**src/rtl/trigger_pkg.sv**
```systemverilog
// Shared definitions for the multi-stage trigger: config word layout,
// sequencer state encoding and the decoded per-stage configuration.
package trigger_pkg;

    localparam int CFG_DELAY_LSB  = 0;
    localparam int CFG_LEVEL_LSB  = 16;
    localparam int CFG_CH_LSB     = 20;
    localparam int CFG_SERIAL_BIT = 26;
    localparam int CFG_START_BIT  = 27;

    // Widest field sizes the config word can carry; stages use the low bits.
    localparam int CFG_DELAY_MAX_W = 16;
    localparam int CFG_LEVEL_MAX_W = 4;
    localparam int CFG_CH_W        = 5;

    typedef enum logic [1:0] {
        IDLE,
        ARMED,
        FIRED
    } trig_state_e;

    typedef struct packed {
        logic [CFG_DELAY_MAX_W-1:0] delay;
        logic [CFG_LEVEL_MAX_W-1:0] level;
        logic [CFG_CH_W-1:0]        channel;
        logic                       serial;
        logic                       start;
    } stage_cfg_t;

    function automatic stage_cfg_t decode_cfg(input logic [31:0] w);
        stage_cfg_t c;
        c.delay   = w[CFG_DELAY_LSB +: CFG_DELAY_MAX_W];
        c.level   = w[CFG_LEVEL_LSB +: CFG_LEVEL_MAX_W];
        c.channel = w[CFG_CH_LSB +: CFG_CH_W];
        c.serial  = w[CFG_SERIAL_BIT];
        c.start   = w[CFG_START_BIT];
        return c;
    endfunction

endpackage

```
**src/rtl/trigger_stage.sv**
```systemverilog
// One trigger stage: parallel or serial pattern match, optional strobe delay,
// and a sticky hit flag. act_o pulses on the strobe at which its action applies.
module trigger_stage
    import trigger_pkg::*;
#(
    parameter int SMPL_W  = 32,
    parameter int DELAY_W = 16,
    parameter int LEVEL_W = 2
) (
    input  logic               clk_i,
    input  logic               rst_in,
    input  logic               arm_i,
    input  logic               stb_i,
    input  logic               armed_i,
    input  logic [LEVEL_W-1:0] level_i,
    input  logic [SMPL_W-1:0]  smpls_i,
    input  logic [31:0]        cmd_i,
    input  logic               set_mask_i,
    input  logic               set_val_i,
    input  logic               set_cfg_i,
    output logic               act_o,
    output logic               start_o,
    output logic               hit_o
);

    logic [SMPL_W-1:0]  mask_q;
    logic [SMPL_W-1:0]  val_q;
    logic [SMPL_W-1:0]  sr_q;
    logic [SMPL_W-1:0]  cmp_word;
    logic [DELAY_W-1:0] cnt_q;
    logic [DELAY_W-1:0] dly;
    stage_cfg_t         cfg_q;
    logic               bit_in;
    logic               match;
    logic               active;
    logic               step;
    logic               counting;
    logic               trig;
    int                 ch;

    // Fields of cmd_i/cfg_q beyond this instance's widths are intentionally dropped.
    logic unused_bits;
    assign unused_bits = ^{cmd_i, cfg_q};

    always_comb begin
        bit_in = 1'b0;
        ch     = int'(cfg_q.channel) % SMPL_W;
        for (int i = 0; i < SMPL_W; i++) begin
            if (i == ch) bit_in = smpls_i[i];
        end
        cmp_word = cfg_q.serial ? {sr_q[SMPL_W-2:0], bit_in} : smpls_i;
        match    = ((cmp_word ^ val_q) & mask_q) == '0;
        active   = armed_i && (cfg_q.level[LEVEL_W-1:0] == level_i);
        dly      = cfg_q.delay[DELAY_W-1:0];
        step     = stb_i && armed_i && !arm_i;
        counting = cnt_q != '0;
        trig     = step && !counting && active && match;
        act_o    = (step && counting && cnt_q == DELAY_W'(1)) || (trig && dly == '0);
        start_o  = cfg_q.start;
    end

    always_ff @(posedge clk_i) begin
        if (!rst_in) begin
            mask_q <= '0;
            val_q  <= '0;
            cfg_q  <= '0;
            sr_q   <= '0;
            cnt_q  <= '0;
            hit_o  <= 1'b0;
        end else begin
            if (set_mask_i) mask_q <= cmd_i[SMPL_W-1:0];
            if (set_val_i)  val_q  <= cmd_i[SMPL_W-1:0];
            if (set_cfg_i)  cfg_q  <= decode_cfg(cmd_i);
            if (arm_i) begin
                sr_q  <= '0;
                cnt_q <= '0;
                hit_o <= 1'b0;
            end else if (step) begin
                sr_q <= {sr_q[SMPL_W-2:0], bit_in};
                // A running counter ignores new matches until it expires.
                if (counting) begin
                    cnt_q <= cnt_q - DELAY_W'(1);
                end else if (trig) begin
                    hit_o <= 1'b1;
                    cnt_q <= dly;
                end
            end
        end
    end

endmodule

```
**src/rtl/trigger_seq.sv**
```systemverilog
// Multi-level trigger sequencer: STAGES pattern stages feed a level counter;
// any stage with start set fires the capture run.
module trigger_seq
    import trigger_pkg::*;
#(
    parameter int SMPL_W  = 32,
    parameter int STAGES  = 4,
    parameter int DELAY_W = 16,
    parameter int LEVEL_W = 2,
    localparam int SEL_W  = (STAGES > 1) ? $clog2(STAGES) : 1
) (
    input  logic               clk_i,
    input  logic               rst_in,
    input  logic [31:0]        cmd_i,
    input  logic               set_mask_i,
    input  logic               set_val_i,
    input  logic               set_cfg_i,
    input  logic [SEL_W-1:0]   stg_i,
    input  logic               arm_i,
    input  logic               stb_i,
    input  logic [SMPL_W-1:0]  smpls_i,
    output logic               run_o,
    output logic               armed_o,
    output logic [LEVEL_W-1:0] level_o,
    output logic [STAGES-1:0]  hit_o
);

    localparam logic [LEVEL_W-1:0] LEVEL_MAX = '1;

    trig_state_e        state_q, state_d;
    logic [LEVEL_W-1:0] level_q, level_d;
    logic [STAGES-1:0]  act;
    logic [STAGES-1:0]  start;
    logic               fire;
    logic               advance;

    for (genvar k = 0; k < STAGES; k++) begin : g_stage
        trigger_stage #(
            .SMPL_W  (SMPL_W),
            .DELAY_W (DELAY_W),
            .LEVEL_W (LEVEL_W)
        ) u_stage (
            .clk_i      (clk_i),
            .rst_in     (rst_in),
            .arm_i      (arm_i),
            .stb_i      (stb_i),
            .armed_i    (armed_o),
            .level_i    (level_q),
            .smpls_i    (smpls_i),
            .cmd_i      (cmd_i),
            .set_mask_i (set_mask_i && (stg_i == SEL_W'(k))),
            .set_val_i  (set_val_i && (stg_i == SEL_W'(k))),
            .set_cfg_i  (set_cfg_i && (stg_i == SEL_W'(k))),
            .act_o      (act[k]),
            .start_o    (start[k]),
            .hit_o      (hit_o[k])
        );
    end

    // Simultaneous actions merge: any start fires, otherwise one level step.
    assign fire    = |(act & start);
    assign advance = |act;

    always_comb begin
        state_d = state_q;
        level_d = level_q;
        if (arm_i) begin
            state_d = ARMED;
            level_d = '0;
        end else if (state_q == ARMED) begin
            if (fire) begin
                state_d = FIRED;
            end else if (advance && level_q != LEVEL_MAX) begin
                level_d = level_q + LEVEL_W'(1);
            end
        end
    end

    always_ff @(posedge clk_i) begin
        if (!rst_in) begin
            state_q <= IDLE;
            level_q <= '0;
        end else begin
            state_q <= state_d;
            level_q <= level_d;
        end
    end

    assign run_o   = state_q == FIRED;
    assign armed_o = state_q == ARMED;
    assign level_o = level_q;

endmodule
```
**config.mk**
```make
export PLATFORM = sky130hd
export DESIGN_NAME = trigger_seq
export DESIGN_NICKNAME = d
export VERILOG_FILES = /design/src/rtl/trigger_pkg.sv /design/src/rtl/trigger_stage.sv /design/src/rtl/trigger_seq.sv
export SDC_FILE = /design/constraint.sdc
export NUM_CORES = 1
export LEC_CHECK = 0
export ABC_CLOCK_PERIOD_IN_PS = 5840
export CELL_PAD_IN_SITES_DETAIL_PLACEMENT = 1
export CELL_PAD_IN_SITES_GLOBAL_PLACEMENT = 1
export CORE_MARGIN = 4
export CORE_UTILIZATION = 52
export DETAILED_ROUTE_END_ITERATION = 10
export GPL_TIMING_DRIVEN = 0
export PLACE_DENSITY_LB_ADDON = 0.25
export SETUP_SLACK_MARGIN = 0.02
export SLEW_MARGIN = 20
export SYNTH_ARGS = -nofsm -noshare
export SYNTH_HDL_FRONTEND = slang
export SYNTH_HIERARCHICAL = 1
export SYNTH_SLANG_ARGS = --single-unit
export TNS_END_PERCENT = 1
```
**constraint.sdc**
```tcl
create_clock -name clk_i -period 5.84 [get_ports clk_i]
set_input_delay 1.168 -clock clk_i [delete_from_list [all_inputs] [get_ports clk_i]]
set_output_delay 1.168 -clock clk_i [all_outputs]
set_load 0.005 [all_outputs]
```
======== After elaboration in Yosys (flattened, before gate mapping) ========
Index checks and enable logic that the tools add are counted.
storage, ports and cells
  register bits after elaboration ......... 552
  input port bits ......................... 73
  output and inout bits ................... 8
  logic and storage cells ................. 433
operators by class
  add/subtract/negate cells ............... 5
  equality and inequality tests ........... 138
  mux-type cells .......................... 143
  bitwise operators ....................... 15
  reduce and logical (&&, ||, !) cells .... 89
operators by type and width
  kind                   count
  $eq 5x5->1 const A     64
  $logic_not 32->1       8
  $eq 4x5->1 const A     32
  $mux 1                 131
  $and 32x32->32         4
  $mux 16                8
  $mux 32                4
  $xor 32x32->32         4
  $eq 3x5->1 const A     16
  $eq 16x1->1 const B    4
  $logic_not 16->1       4
  $reduce_bool 16->1     4
  $sub 16x1->16 const B  4
  $logic_and 1x1->1      43
  $eq 2x5->1 const A     8
  $eq 1x5->1 const A     4
  $reduce_and 3->1       5
  $reduce_and 2->1       6
  $reduce_bool 2->1      6
  $eq 2x2->1             4
  $reduce_or 4->1        2
  $eq 2x2->1 const B     3
  $not 1->1              6
  $logic_not 1->1        5
  7 further kinds        11

======== Depth between registers and ports, before layout ========
  depth after elaboration ................. 45
  mapped depth ............................ 14
  gate-level depth less buffers ........... 12

======== By module ========
Netlist, hierarchy kept.
by module, submodules not included
  module         instances  cells each  area an instance (um^2)  seq. area each (um^2)
  trigger_stage  4          785         7105.6                   2742.6
  trigger_seq    1          39          320.3                    80.1

======== Worst setup path after synthesis ========
Ideal clock, no wire load.
  path kind ............................... input to register
  from .................................... input smpls_i[25]
  to ...................................... register level_q[0], in the netlist level_o[0]
  library setup time ...................... 0.072 ns
  data arrival time ....................... 3.721 ns
  data required time ...................... 5.768 ns
  setup slack ............................. 2.048 ns
  cell stages on the path ................. 12
  buffers on the path ..................... 0
  cells stage by stage .................... or4b_2 -> nand3_1 -> o32a_1 -> a21boi_0 -> or3_1 -> nand2_1 -> nor2_1 -> o211a_1 -> o2bb2ai_1 -> a22o_1 -> nor4_2 -> mux2i_1
on the way
  longest elaborated chain between the ends .. 18
  elaborated cells between the ends (all ways) .. 62
  those cells by class .................... mux (32); bitwise (10); reduce/logical (20)
ends and longest elaborated chain
  element                       line                 source
  from (decl)                   trigger_seq.sv:21    input logic [SMPL_W-1:0] smpls_i,
  $mux 1 (7 in a row)           trigger_stage.sv:49  if (i == ch) bit_in = smpls_i[i];
  $mux 32 *                     trigger_stage.sv:51  cmp_word = cfg_q.serial ? {sr_q[SMPL_W-2:0], bit_in} : smpls_i;
  $xor 32x32->32 *              trigger_stage.sv:52  match = ((cmp_word ^ val_q) & mask_q) == '0;
  $and 32x32->32 *              trigger_stage.sv:52
  $logic_not 32->1 *            trigger_stage.sv:52
  $logic_and 1x1->1 *           trigger_stage.sv:57  trig = step && !counting && active && match;
  $logic_and 1x1->1 *           trigger_stage.sv:58  act_o = (step && counting && cnt_q == DELAY_W'(1)) || (trig && dly == '0);
  $logic_or 1x1->1 *            trigger_stage.sv:58
  via act[0]                    trigger_seq.sv:32    logic [STAGES-1:0] act;
  $and 4x4->4                   trigger_seq.sv:61    assign fire = |(act & start);
  $reduce_or 4->1               trigger_seq.sv:61
  $not 1->1 (no line)           -
  $reduce_and 3->1 (no line) *  -
  to (signal assigned)          trigger_seq.sv:85    level_q <= level_d;
  to (decl)                     trigger_seq.sv:31    logic [LEVEL_W-1:0] level_q, level_d;
Mark *: on every way through the listed nets, which the timed path passes. The rest lies on a longest branch.
A chain may end at the register's enable or synchronous reset.

======== Worst setup path in the final report ========
Ends and elaborated chain as after synthesis.

==> reports/qor.csv <==
stage,metric,value,unit
sta,min_period,5.130,ns
logic_synthesis,synth_top_area_frac,0.3845,
status,status,completed,
grt,grt_pass1_wl,168800,um
detailed_routing,vias,25910,
clock_tree,post-cts-setup-buffer-count,0,
logic_synthesis,synth_nets,3265,
run,drv_cap,0,
grt,use_met1,0.4637,
sta,tns,0,ns
clock_tree,clock_latency,0.65,ns
die,num_io_pins,81,
power_and_ir_drop,p_per_area,282.7,nW/um^2
die,die_h,243.1,um
worst_setup_path,critPathArrivalTime,5.69,ns
layout,multi_input_area,16580,sq um
worst_setup_path,required,6.40,ns
worst_setup_path,cp_max_fo,16,
logic_synthesis,synth.area.top_cells,"dfxtp_1 (38%), mux2i_1 (20%), nor2b_1 (8.1%)",
sta,report.final.slew_viol_count,0,
worst_setup_path,crit_path_start,smpls_i[25],
die,rows,85,
sta,setup_viol,0,
placement,hpwl,75960,um
logic_synthesis,syn_inst,3179,
grt,grtUsageTotal,0.3722,
logic_synthesis,ys_async_sr_fraction,0,
detailed_routing,ant_nets,0,
grt,grt_pass1_vias,26960,
grt,met3_usage,0.08708,
clock_tree,cts_sinks,552,
die,die_x,243.1,um
logic_synthesis,yosysUniqueCellTypes,67,
logic_synthesis,yosysMostFrequentCell,mux2i_1,
layout,fill_cells,6220,
logic_synthesis,yosysSeqAreaShare,0.3845,
sta,grt_setup_unrepaired,no,
die,core_area,54240,sq um
logic_synthesis,synth_ff_type,dfxtp_1,
logic_synthesis,syn_avg_cell_area,9.041,sq um
min_path,hp-start,g_stage[0].u_stage/sr_q[15]$_SDFFE_PP0P_,
die,initial_core_util,0.5299,
logic_synthesis,netlist_area,28740,sq um
layout,regArea,11050,sq um
layout,area_delta_synth_final,13.16,%
detailed_routing,drc,0,
power_and_ir_drop,ir_drop,0.0002305,V
logic_synthesis,synth-edff-count,0,
layout,drive_gt1_frac,0.07056,
worst_setup_path,start_kind,primary input,
clock_tree,cts_buffer_depth,3,
sta,slew_headroom,0.1871,
clock_tree,numCtsBuffers,60,
min_path,hp-class,reg -> reg,
logic_synthesis,ys_ff_latch,552,
worst_setup_path,path_class,in -> reg,
logic_synthesis,yosys_warnings,6,
detailed_routing,drt_iter0_drc,2530,
sta,skew,0.02525,ns
power_and_ir_drop,fin_total_pwr,9.195,mW
min_path,whs_path_depth,2,
logic_synthesis,synth_common_cells,"mux2i_1 (562), dfxtp_1 (552), nand2_1 (387), nor2b_1 (372), a21oi_1 (188)",
sta,max_freq,194.9,MHz
detailed_routing,via_per_inst,6.362,
worst_setup_path,rr_worst_depth,12,
die,die_area,59100,sq um
grt,top_usage_layer,met2,
worst_setup_path,end_kind,flip-flop,
worst_setup_path,timing.rr.start,state_q[0]$_SDFFE_PN0P_,
clock_tree,clk_pin_slew_worst_paths,0.06,ns
sta,worstMarginPinSlew,1.216,ns
clock_tree,cts_root_buf,clkbuf_16,
clock_tree,cts_tree,done,
power_and_ir_drop,p_leak,10.53,nW
layout,nets,3407,
sta,fin_crit_sh,0.8784,
grt,met2_usage,0.5887,
grt,grt_max_degree,20,
detailed_routing,routed_wl,114100,um
logic_synthesis,yosysTopAreaCell,dfxtp_1,
detailed_routing,drt-pass1-iter-count,5,
sta,hold_viol_final,0,
placement,io_buffers,80,
clock_tree,htreeDepth,2,
placement,place.gp.congestion,0.9554,
clock_tree,ctsResizeCount,0,
grt,overflow,0,
grt,antenna_found_initial,7,
detailed_routing,route.detailed.wl_per_inst,28.03,um
clock_tree,ctsHoldBuffers,0,
[final cells by class]
class	count	share of cell area
flip-flops and latches	552	0.3397
well taps	696	0.02677
clock inverters	26	0.01246
plain buffers	216	0.03000
clock buffers	88	0.05470
inverters	36	0.004154
multi-input cells	2375	0.5098
repair buffers	80	0.02216
diodes	3	0.0002308
[registers in the layout, indices dropped and copies added (netlist names)]
name	cells
g_stage.u_stage/cfg_q	32
g_stage.u_stage/cnt_q	64
g_stage.u_stage/dly	64
g_stage.u_stage/hit_o	4
g_stage.u_stage/mask_q	128
g_stage.u_stage/sr_q	124
g_stage.u_stage/start_o	4
g_stage.u_stage/val_q	128
level_o	2
state_q	2
[critical path, cell delays in order]
cell	delay, ns
clkdlybuf4s50_1	0.99
or4b_2	0.90
nand3_1	0.11
o32a_1	0.12
a21boi_0	0.17
or3_1	0.44
nand2_1	0.08
nor2_1	0.04
o211a_1	0.27
o2bb2ai_1	0.32
a22o_1	0.41
nor4_2	0.42
mux2i_1	0.22
[path summary, 6_finish.rpt]
check / endpoint / slack (ns)
worst max-delay path: level_o[0]$_SDFFE_PP0P_ / 0.71
worst min-delay path: g_stage[0].u_stage/sr_q[16]$_SDFFE_PP0P_ / 0.47
worst max register to register: g_stage[1].u_stage/cnt_q[13]$_SDFFE_PP0P_ / 1.10
worst min register to register: g_stage[0].u_stage/sr_q[16]$_SDFFE_PP0P_ / 0.47
[cell families after synthesis]
group | share of synthesized area
buffers and inverters | 0.03866
xor gates and xnor gates | 0.03291
adders and majority gates | 0.005659
muxes | 0.2036
DFF | 0.3845
and+or+nand+nor | 0.2251
AOI/OAI and AO/OA | 0.1096
[per-layer routing]
layer  routed length, um  share of wire  vias up
li1                    -              -    11450
met1               45410           0.40    12890
met2               50310           0.44     1176
met3               10450          0.092      390
met4                7950          0.070        4
met5                  26        0.00023        -
[placed cells by master, fill, tap and decap left out, types with 13 or more instances in the layout]
cell | synthesis | final
clkbuf_1 | 120 | 133
nand4_1 | 32 | 32
nand3_1 | 72 | 72
nand2_1 | 387 | 387
a22oi_1 | 48 | 48
buf_1 | 44 | 44
mux2i_1 | 562 | 562
nand2b_1 | 57 | 57
nor4_1 | 41 | 41
nor2_1 | 78 | 78
nor3_1 | 40 | 40
nor2b_1 | 372 | 372
a311oi_1 | 16 | 16
o21ai_0 | 77 | 77
buf_2 | 36 | 52
inv_1 | 36 | 36
ha_1 | 13 | 13
buf_6 | 16 | 16
xnor2_1 | 96 | 96
dfxtp_1 | 552 | 552
clkbuf_8 | 0 | 13
clkbuf_16 | 0 | 62
a21oi_1 | 188 | 188
clkdlybuf4s50_1 | 0 | 64
[metrics by stage]
step | worst slack, ns | instances | instance area, sq um | utilization | hold WS, ns
after detailed placement | 0.1339 | 3955 | 30350 | 0.5596 | 0.4624
after CTS | 0.8135 | 4069 | 32540 | 0.5999 | 0.4702
after floorplan | 2.048 | 3179 | 28740 | - | 0.4360
after global placement | 0.2623 | 3955 | 30410 | 0.5607 | 0.4457
after global routing | 0.7623 | 4069 | 32520 | 0.5995 | 0.4924
final | 0.7100 | 4072 | 32530 | 0.5997 | 0.4716
[power by group]
group	leakage [nW]	total (mW)	internal, mW	switching [mW]
sequential	4.47	3.92	3.85	0.0716
combinational	4.99	1.06	0.379	0.680
clock	1.07	4.21	2.55	1.66
total	10.5	9.20	6.78	2.41
Note: power is estimated with default switching activity, not from simulation.
